--- config.mk ---
export PLATFORM = sky130hd
export DESIGN_NAME = oam_dma_arbiter
export DESIGN_NICKNAME = d
export VERILOG_FILES = /design/src/rtl/oam_dma_arbiter.sv
export SDC_FILE = /design/constraint.sdc
export NUM_CORES = 1
export LEC_CHECK = 0
export CELL_PAD_IN_SITES_DETAIL_PLACEMENT = 1
export CELL_PAD_IN_SITES_GLOBAL_PLACEMENT = 2
export CORE_MARGIN = 2
export CORE_UTILIZATION = 20
export DETAILED_ROUTE_END_ITERATION = 6
export PLACE_DENSITY_LB_ADDON = 0.15
export SLEW_MARGIN = 10
export SYNTH_ARGS = -nofsm -noshare
export SYNTH_HDL_FRONTEND = slang
export SYNTH_SLANG_ARGS = --single-unit
--- constraint.sdc ---
create_clock -name clock_i -period 1.9 [get_ports clock_i]
set_input_delay 0.57 -clock clock_i [delete_from_list [all_inputs] [get_ports clock_i]]
set_output_delay 0.57 -clock clock_i [all_outputs]
set_load 0.05 [all_outputs]
--- src/rtl/oam_dma_arbiter.sv ---
// OAM DMA sequencer and CPU/DMA bus arbiter. CPU traffic passes straight through while idle;
// a write to the DMA register halts the CPU and copies one page into OAM on get/put timing.
module oam_dma_arbiter #(
    parameter logic [15:0] DMA_REGISTER_ADDRESS = 16'h4014,
    parameter int          TRANSFER_LENGTH      = 256
) (
    input  logic        clock_i,
    input  logic        reset_ni,
    input  logic        clock_ready_i,
    input  logic [15:0] cpu_address_i,
    input  logic        cpu_address_valid_i,
    input  logic [7:0]  cpu_data_i,
    input  logic        cpu_data_valid_i,
    output logic [7:0]  cpu_data_o,
    output logic        cpu_data_valid_o,
    output logic        cpu_halt_o,
    output logic [15:0] bus_address_o,
    output logic        bus_address_valid_o,
    output logic [7:0]  bus_data_o,
    output logic        bus_data_valid_o,
    input  logic [7:0]  bus_data_i,
    input  logic        bus_data_valid_i,
    output logic [7:0]  oam_address_o,
    output logic [7:0]  oam_data_o,
    output logic        oam_write_o,
    output logic [2:0]  dbg_state_o
);

    // Handshake: the CPU side is a plain strobe interface with no back-pressure; the CPU
    // itself must gate its cycle enable with cpu_halt_o. The bus read side completes on
    // any tick where bus_data_valid_i is high while the read address is presented.

    typedef enum logic [2:0] {
        S_IDLE  = 3'd0,
        S_HALT  = 3'd1,
        S_ALIGN = 3'd2,
        S_READ  = 3'd3,
        S_WRITE = 3'd4
    } state_t;

    localparam logic [7:0] LAST_INDEX = 8'(TRANSFER_LENGTH - 1);

    state_t     r_state;
    state_t     w_next_state;
    logic       r_parity;
    logic [7:0] r_page;
    logic [7:0] r_index;
    logic [7:0] r_byte;
    logic       w_trigger;

    assign w_trigger = (r_state == S_IDLE) && cpu_address_valid_i && cpu_data_valid_i
                       && (cpu_address_i == DMA_REGISTER_ADDRESS);

    always_ff @(posedge clock_i or negedge reset_ni) begin
        if (!reset_ni) begin
            r_state  <= S_IDLE;
            r_parity <= 1'b0;
            r_page   <= 8'd0;
            r_index  <= 8'd0;
            r_byte   <= 8'd0;
        end else if (clock_ready_i) begin
            r_state  <= w_next_state;
            r_parity <= ~r_parity;
            if (w_trigger) begin
                r_page  <= cpu_data_i;
                r_index <= 8'd0;
            end
            if ((r_state == S_READ) && bus_data_valid_i) begin
                r_byte <= bus_data_i;
            end
            // index never carries into page; it only restarts on the next trigger
            if ((r_state == S_WRITE) && (r_index != LAST_INDEX)) begin
                r_index <= r_index + 8'd1;
            end
        end
    end

    always_comb begin
        w_next_state        = r_state;
        cpu_data_o          = bus_data_i;
        cpu_data_valid_o    = 1'b0;
        cpu_halt_o          = 1'b1;
        bus_address_o       = 16'd0;
        bus_address_valid_o = 1'b0;
        bus_data_o          = 8'd0;
        bus_data_valid_o    = 1'b0;
        oam_address_o       = r_index;
        oam_data_o          = r_byte;
        oam_write_o         = 1'b0;

        case (r_state)
            S_IDLE: begin
                cpu_halt_o          = 1'b0;
                cpu_data_valid_o    = bus_data_valid_i;
                bus_address_o       = cpu_address_i;
                bus_address_valid_o = cpu_address_valid_i;
                bus_data_o          = cpu_data_i;
                bus_data_valid_o    = cpu_data_valid_i;
                if (w_trigger) begin
                    w_next_state = S_HALT;
                end
            end
            S_HALT: begin
                // parity==1 here means the next tick is a get cycle
                w_next_state = r_parity ? S_READ : S_ALIGN;
            end
            S_ALIGN: begin
                w_next_state = S_READ;
            end
            S_READ: begin
                bus_address_o       = {r_page, r_index};
                bus_address_valid_o = 1'b1;
                if (bus_data_valid_i) begin
                    w_next_state = S_WRITE;
                end
            end
            S_WRITE: begin
                oam_write_o  = clock_ready_i;
                w_next_state = (r_index == LAST_INDEX) ? S_IDLE : S_READ;
            end
            default: begin
                w_next_state = S_IDLE;
            end
        endcase
    end

    assign dbg_state_o = r_state;

endmodule

# Word-level counts from Yosys, hierarchy flattened
# Index checks and enable logic that the tools add are counted.
[totals]
register_bits = 28
input_bits = 38
out_inout_bits = 56
[op_classes]
add_sub_neg = 1
n_eq_ne = 9
n_mux = 14
bitwise = 1
n_reduce_logical = 11
[op_table]
columns = ["operator", "n"]
rows = [
  ["one-hot mux 16 bit (2 select lines)", 1],
  ["2-to-1 mux 8 bit", 3],
  ["== test 16 x 15 -> 1 bit, second input constant", 1],
  ["one-hot mux 3 bit (5 select lines)", 1],
  ["adder 8 x 1 -> 8 bit, second input constant", 1],
  ["== test 8 bit, second input constant", 1],
  ["inequality test 8 bit, second input constant", 1],
  ["== test 3 x 2 -> 1 bit, second input constant", 2],
  ["2-to-1 mux 3 bit", 2],
  ["AND reduction 2 bit", 3],
  ["logical AND 1 bit", 5],
  ["2-to-1 mux 1 bit", 5],
  ["inequality test 2 bit, second input constant", 2],
  ["== test 3 x 1 -> 1 bit, second input constant", 1],
  ["== test 3 bit, second input constant", 1],
  ["zero test 3 bit", 1],
  ["AND reduction 3 bit", 1],
  ["2-to-1 mux 2 bit", 1],
  ["one-hot mux 1 bit (2 select lines)", 1],
  ["nonzero test 2 bit", 1],
  ["inverter 1 bit", 1],
]

# Longest topological paths before layout
# Gate-level depths: netlist of the first run.
[depth]
depth_word = 6
depth_mapped = 7
depth_no_buf = 6

# Worst setup path after synthesis of the first run
# No wires, ideal clock.
[synth_timing]
path_kind = "register -> output"
from = "register r_state[2] (netlist: dbg_state_o[2])"
to = "output port cpu_data_valid_o"
arrival_time_ns = 2.365
path_slack_ns = -1.035
stages_incl_launch_ff = 7
n_path_buf = 3
cell_sequence = "dfrtp_1 > buf_4 > nor3_1 > buf_2 > clkbuf_1 > inv_1 > nor2_1"
[synth_via]
elab_chain_len = 2
[synth_rtl]
columns = ["item", "line", "source"]
rows = [
  ["from (decl)", "43", "state_t r_state;"],
  ["from (signal assigned)", "62", "r_state <= w_next_state;"],
  ["zero test 3 bit", "91", "case (r_state)"],
  ["2-to-1 mux 1 bit", "91", ""],
  ["to (decl)", "15", "output logic cpu_data_valid_o,"],
]
# No other way between the ends.

# Worst setup path after layout of the first run
[layout_timing]
from = "register r_state[0] (netlist: dbg_state_o[0])"
to = "output port bus_address_o[9]"
[layout_via]
elab_chain_len = 2
word_cells_on_any_way = 3
cone_classes = "eq/ne: 1; mux: 1; reduce/logical: 1"
[layout_rtl]
columns = ["item", "line", "source"]
rows = [
  ["== test 3 x 2 -> 1 bit / zero test 3 bit (equally long branches)", "91", ""],
  ["one-hot mux 16 bit (2 select lines) *", "91", ""],
  ["to (decl)", "17", "output logic [15:0] bus_address_o,"],
]
# Mark *: on every way between the ends. The rest lies on a longest branch, timed or not.

==> results.cfg, run 1 <==
[run_status]
outcome = finished, violations left
violations = negative setup slack

[timing]
max-slew-margin-rel = 0.747
fin_crit_ns = 2.16
rsz0062_at_grt = yes
hold_violations = 0
finClkSkew_ns = 0.00879
setup_violations = 30
tightestPinTransition_ns = 0.380
setup_tns_ns = -6.43
fmax_mhz = 463
finalCritPeriodShare = 1.14
maxSlewViolCount = 0
fin_ws_ns = -0.260

[yosys]
synth_compound_area_frac = 0.182
async_flop_share = 1.00
synth_fp_nets = 196
synth-edff-count = 0
synth_top_family_by_area = compound AO/OA/AOI/OAI gates
synthTopCellsByArea = dfrtp_1 (42%), a22o_1 (8.3%), mux2_4 (7.1%), mux2_2 (6.0%), buf_4 (4.5%)
yosysWarnings = 0
syn-cell-area_um2 = 1680
synth_area_per_cell_um2 = 10.7
synthSimpleGateAreaFrac = 0.164
synth_top_cell_by_area = dfrtp_1
ys_seq_area_frac = 0.417
synth_top_cell_area_share = 0.417
yosysUniqueCellTypes = 37
postSynthCellCount = 157
synth_seq_cells = 28
synth_mux_area_frac = 0.138
synth_xor_area_frac = 0.0104
synth_ff_type = dfrtp_1
synthAdderAreaFrac = 0.00745

[critical_path]
crit_type = register to output port
cp_common_cell = buf_12
cpMaxStageDelayCell = dfrtp_2
critPathMaxStageDelay_ns = 0.46
cp-start-kind = register
crit_end = bus_address_o[9]
end_kind = output port
reg2reg_depth = 6
reg2reg_setup_slack_ns = 0
cp.required_ns = 1.33
rr_startpoint = dbg_state_o[1]
rr_endpoint = dbg_state_o[0]
cp-startpoint = dbg_state_o[0]
critPathArrivalTime_ns = 1.59
cp_cell_sequence = nor2b_4 > and2_4 > buf_12 > a22o_2 > buf_12
critPathMaxFanout = 19

[placement]
dp.cells = 383
postPlaceCellArea_um2 = 3500
gp_congestion = 0.679
hpwl_mm = 5.11
io_buffers = 93

[power]
comb_power_share = 0.723
leakage_nw = 1.72
p_int_mw = 2.70
cellPowerDensity_nw_per_um2 = 1290
p_clk_frac = 0.102
swShare = 0.442
switchingPower_mw = 2.14
peakVddDrop_uv = 719
power_frac_seq = 0.175

[clock_network]
cts_max_level = 1
postCtsHoldBufs = 0
tritoncts = done
insertion_delay_ns = 0.29
cts_root_buf = clkbuf_8
clock-sinks = 28
clk_pin_slew_ns = 0.11
numCtsBuffers = 3
clk_path_buf_depth = 2

[die]
die_w_um = 95.7
die_h_um = 95.7
initial_core_util = 0.206
dieArea_um2 = 9150
row_count = 33
coreArea_um2 = 8180
io_pins = 94

[job]
cap_violations = 0

[grt]
grt_start_max_net_pins = 29
gr-total-overflow = 0
grt_pass1_wl_mm = 9.96
antenna_found_initial = 0
grt_usage = 0.143
first_global_vias = 1872

[detailed_routing]
firstDrtPassIters = 4
vias = 1725
ant_nets = 0
wl_per_cell_um = 16.4
wirelength_mm = 6.36
first_iter_violations = 28
route.detailed.drc = 0
viasPerCell = 4.45

[layout]
final_core_util = 0.460
nets = 323
diodes = 0
fin_area_um2 = 3760
drive_above_1_share = 0.611
fin_cells = 388
synthToLayoutAreaGrowth_pct = 124

[min_path]
hold_path.class = register to register
==> how the worst min path moves through the flow <==
| stage | startpoint | to | slack, ns | cells past startpoint |
|---|---|---|---|---|
| 2_1_floorplan | reset_ni | dbg_state_o[0] | 0.27 | 0 |
| 3_3_place_gp | r_parity | r_parity | 0.46 | 1 |
| 3_5_place_dp | r_parity | r_parity | 0.46 | 1 |
| 4_1_cts | r_parity | r_parity | 0.48 | 1 |
| 5_1_grt | r_parity | r_parity | 0.52 | 1 |
| 6_report | r_parity | r_parity | 0.48 | 1 |
==> placed cells by master (no fill, tap or decap), types with 3 or more instances in the layout <==
master / Yosys / layout
buf_12: 0 / 49
buf_4: 10 / 46
dfrtp_1: 28 / 23
clkdlybuf4s50_1: 0 / 22
mux2_4: 8 / 18
dlygate4sd2_1: 0 / 11
a22o_2: 0 / 9
nor2_1: 10 / 8
and2_4: 0 / 7
a22o_4: 0 / 7
nand2_1: 8 / 7
o21ai_1: 0 / 5
dfrtp_2: 0 / 5
buf_6: 1 / 5
inv_1: 5 / 4
and2_2: 0 / 3
nor4b_4: 0 / 3
o21ai_0: 9 / 3
clkbuf_8: 0 / 3
==> cell families after synthesis <==
group,Yosys count
simple gates,47
buf+inv,21
mux,18
compound gates,40
flops,28
fa+ha+maj,1
xor+xnor,2
==> flip-flops by register name, summed over array words and instances, names as in the netlist <==
register / cells
dbg_state_o: 3
oam_address_o: 8
oam_data_o: 8
r_page: 8
r_parity: 1
==> worst max-delay path, delay by kind of cell (launching register included) <==
kind                   cells  cell delay (ns)
buffers and inverters      2             0.30
AOI/OAI and AO/OA          1             0.24
DFF                        1             0.46
and+or+nand+nor            2             0.30
==> cell type report <==
cell class	instances	area [um^2]
Tap cell	105	131
Fill cell	853	4410
Timing Repair Buffer	138	1760
Inverter	5	22.5
Clock inverter	1	30.0
Sequential cell	28	707
Multi-Input combinational cell	108	1070
Clock buffer	3	41.3
==> repair_timing <==
action,4_1_cts,5_1_grt
setup buffers,1,1
hold endpoints to repair,0,0
pin swaps,14,11
endpoints found under the setup margin,47,44
resized for setup,50,17
==> through the flow <==
stage	hold WS [ns]	total power, mW	setup slack [ns]
6_report	0.476	4.84	-0.260
5_1_grt	0.523	5.05	-0.311
4_1_cts	0.483	4.81	-0.274
3_5_place_dp	0.465	4.21	-0.709
3_3_place_gp	0.461	4.18	-0.724
2_1_floorplan	0.274	2.70	-0.393
==> cells in the mapped netlist, types with 2 or more instances <==
master / n
dfrtp_1: 28
a22o_1: 16
and2_1: 11
buf_4: 10
nor2_1: 10
mux2_2: 9
o21ai_0: 9
mux2_4: 8
nand2_1: 8
inv_1: 5
clkbuf_1: 3
nand3_1: 3
nor4b_1: 3
o31ai_1: 3
a21o_1: 2
and3_1: 2
nand4_1: 2
nor3_1: 2
nor3b_1: 2
o211ai_1: 2
o22ai_1: 2
o31a_1: 2
==> per-layer routing <==
metal	GRT usage	wire, um	vias up
met5	0	0	-
met2	0.237	3160	42
met3	0.0427	350	6
met1	0.185	2800	855
li1	-	-	822
met4	0.0286	61	0
==> power groups by stage <==
| stage | Clock [mW] | Sequential, mW | Combinational, mW |
|---|---|---|---|
| 6_report | 0.491 | 0.848 | 3.50 |
| 5_1_grt | 0.526 | 0.873 | 3.65 |
| 4_1_cts | 0.502 | 0.850 | 3.45 |
| 3_5_place_dp | 0 | 0.859 | 3.35 |
| 3_3_place_gp | 0 | 0.849 | 3.33 |
| 2_1_floorplan | 0 | 1.29 | 1.41 |
Note: power is estimated with default switching activity, not from simulation.
==> run 2: changes to the inputs <==
CAP_MARGIN = 20   (was not set)
CORE_UTILIZATION = 32   (was 20)
DONT_BUFFER_PORTS = 1   (was not set)
==> results.cfg, run 2 (synthesized netlist as in run 1, its figures left out) <==
[placement]
hpwl_mm = 3.75
dp.cells = 238
io_buffers = 0
pre_cts_slack_ns = -0.156
gp_congestion = 0.717
postPlaceCellArea_um2 = 2050

[grt]
grt_start_max_net_pins = 29
first_global_vias = 1552
gr-total-overflow = 0
grt_usage = 0.183
antenna_found_initial = 0
grt_pass1_wl_mm = 8.46

[timing]
tightestPinTransition_ns = 0.486
max-slew-margin-rel = 0.676
rsz0062_at_grt = yes
finalCritPeriodShare = 1.13
fmax_mhz = 466
maxSlewViolCount = 0
hold_violations = 0
setup_violations = 45
fin_crit_ns = 2.15
holdWs_ns = 0.0974
setup_tns_ns = -7.53
fin_ws_ns = -0.246
finClkSkew_ns = 0.00668

[die]
coreArea_um2 = 5070
die_h_um = 76.5
initial_core_util = 0.331
die_w_um = 76.5
io_pins = 94
dieArea_um2 = 5850
row_count = 26

[critical_path]
cp-start-kind = register
critPathMaxFanout = 8
cp.required_ns = 1.33
crit_type = register to output port
end_kind = output port
critPathArrivalTime_ns = 1.58

[layout]
multi_input_area_um2 = 1060
diodes = 0
seqCellArea_um2 = 707
fin_area_um2 = 2460
final_cell_mix = dfrtp_1 (23), buf_4 (21), mux2_4 (18), buf_12 (14), and2_4 (10)
drive_above_1_share = 0.581
nets = 226
fillers = 555
layout_commonest_cell = dfrtp_1
synthToLayoutAreaGrowth_pct = 46.7
fin_cells = 256

[power]
peakVddDrop_uv = 898
leakage_nw = 1.12
power_frac_seq = 0.281
p_int_mw = 2.07
swShare = 0.491
p_clk_frac = 0.092
switchingPower_mw = 2.00
cellPowerDensity_nw_per_um2 = 1650
comb_power_share = 0.627

[detailed_routing]
viasPerCell = 5.39
first_iter_violations = 42
vias = 1379
wirelength_mm = 5.42
wl_per_cell_um = 21.2
ant_nets = 0
firstDrtPassIters = 4
route.detailed.drc = 0

[clock_network]
cts_max_level = 1
clk_path_buf_depth = 2
numCtsBuffers = 3
clock-sinks = 28
tritoncts = done
clk_pin_slew_ns = 0.10
cts_root_buf = clkbuf_8
insertion_delay_ns = 0.27

[run_status]
outcome = finished, violations left
violations = negative setup slack

[job]
cap_violations = 0

[min_path]
hold_path.class = input port to async pin
run 2: cell count changes in the layout (fill, tap and decap cells not counted), moves of 3 or more:
cell,change
buf_4,-25
nor4b_1,+3
clkdlybuf4s50_1,-22
nor4b_4,-3
and2_4,+3
and2_2,-3
dlygate4sd2_1,-11
buf_12,-35
run 2: what timing repair did:
item / 4_1_cts / 5_1_grt
hold buffers: 1 / 0
gates cloned: 2 / 2
setup buffers: 5 / 6
resized for setup: 37 / 17
setup endpoints to repair: 45 / 45
pin swaps: 26 / 11
endpoints found under the hold margin: 28 / 0
run 2: worst paths after layout:
kind	from	endpoint	slack (ns)	cells past startpoint
setup reg to reg	dbg_state_o[1]	dbg_state_o[1]	-0.23	7
setup / recovery	dbg_state_o[0]	bus_address_o[7]	-0.25	5
min in group clock_i	clock_ready_i	r_parity	0.37	1
hold reg to reg	r_parity	r_parity	0.48	1
hold / removal	reset_ni	oam_address_o[6]	0.1	1
max in group asynchronous	reset_ni	dbg_state_o[1]	1.61	1
run 2: layout make-up:
class | instances | share of cell area
Clock buffer | 4 | 0.0223
Inverter | 5 | 0.00914
Multi-Input combinational cell | 108 | 0.429
Sequential cell | 28 | 0.287
Tap cell | 70 | 0.0355
Timing Repair Buffer | 41 | 0.217
run 2: per-layer routing:
layer	vias to the layer above	wire length, um	global-route usage
met4	0	31	0.0491
met3	2	307	0.0474
met5	-	0	0
met2	45	2780	0.305
li1	626	-	-
met1	706	2300	0.234
run 2: power groups by stage:
| stage | Sequential, mW | Combinational (mW) | Clock, mW |
|---|---|---|---|
| after detailed placement | 1.16 | 1.93 | 0 |
| after CTS | 1.15 | 2.35 | 0.392 |
| after global routing | 1.16 | 2.67 | 0.416 |
| after global placement | 1.14 | 1.90 | 0 |
| final | 1.14 | 2.55 | 0.374 |
| after floorplan | 1.29 | 1.41 | 0 |
run 2: worst max-delay path: stages (launching register included):
cell and delay (ns):
dfrtp_2 0.45, nor2b_4 0.14, and2_4 0.18, buf_12 0.14, a22o_2 0.24, buf_12 0.15
run 2: metrics by stage:
step                      total power [mW]  utilization
after floorplan                       2.70            -
after global placement                3.04        0.404
after detailed placement              3.09        0.404
after CTS                             3.89        0.464
after global routing                  4.24        0.486
final                                 4.06        0.486
==> run 3: changes to the inputs <==
HOLD_SLACK_MARGIN = 0.03   (was not set)
==> results of run 3 <==
Final layout, timing and power as in run 2 (identical DEF).
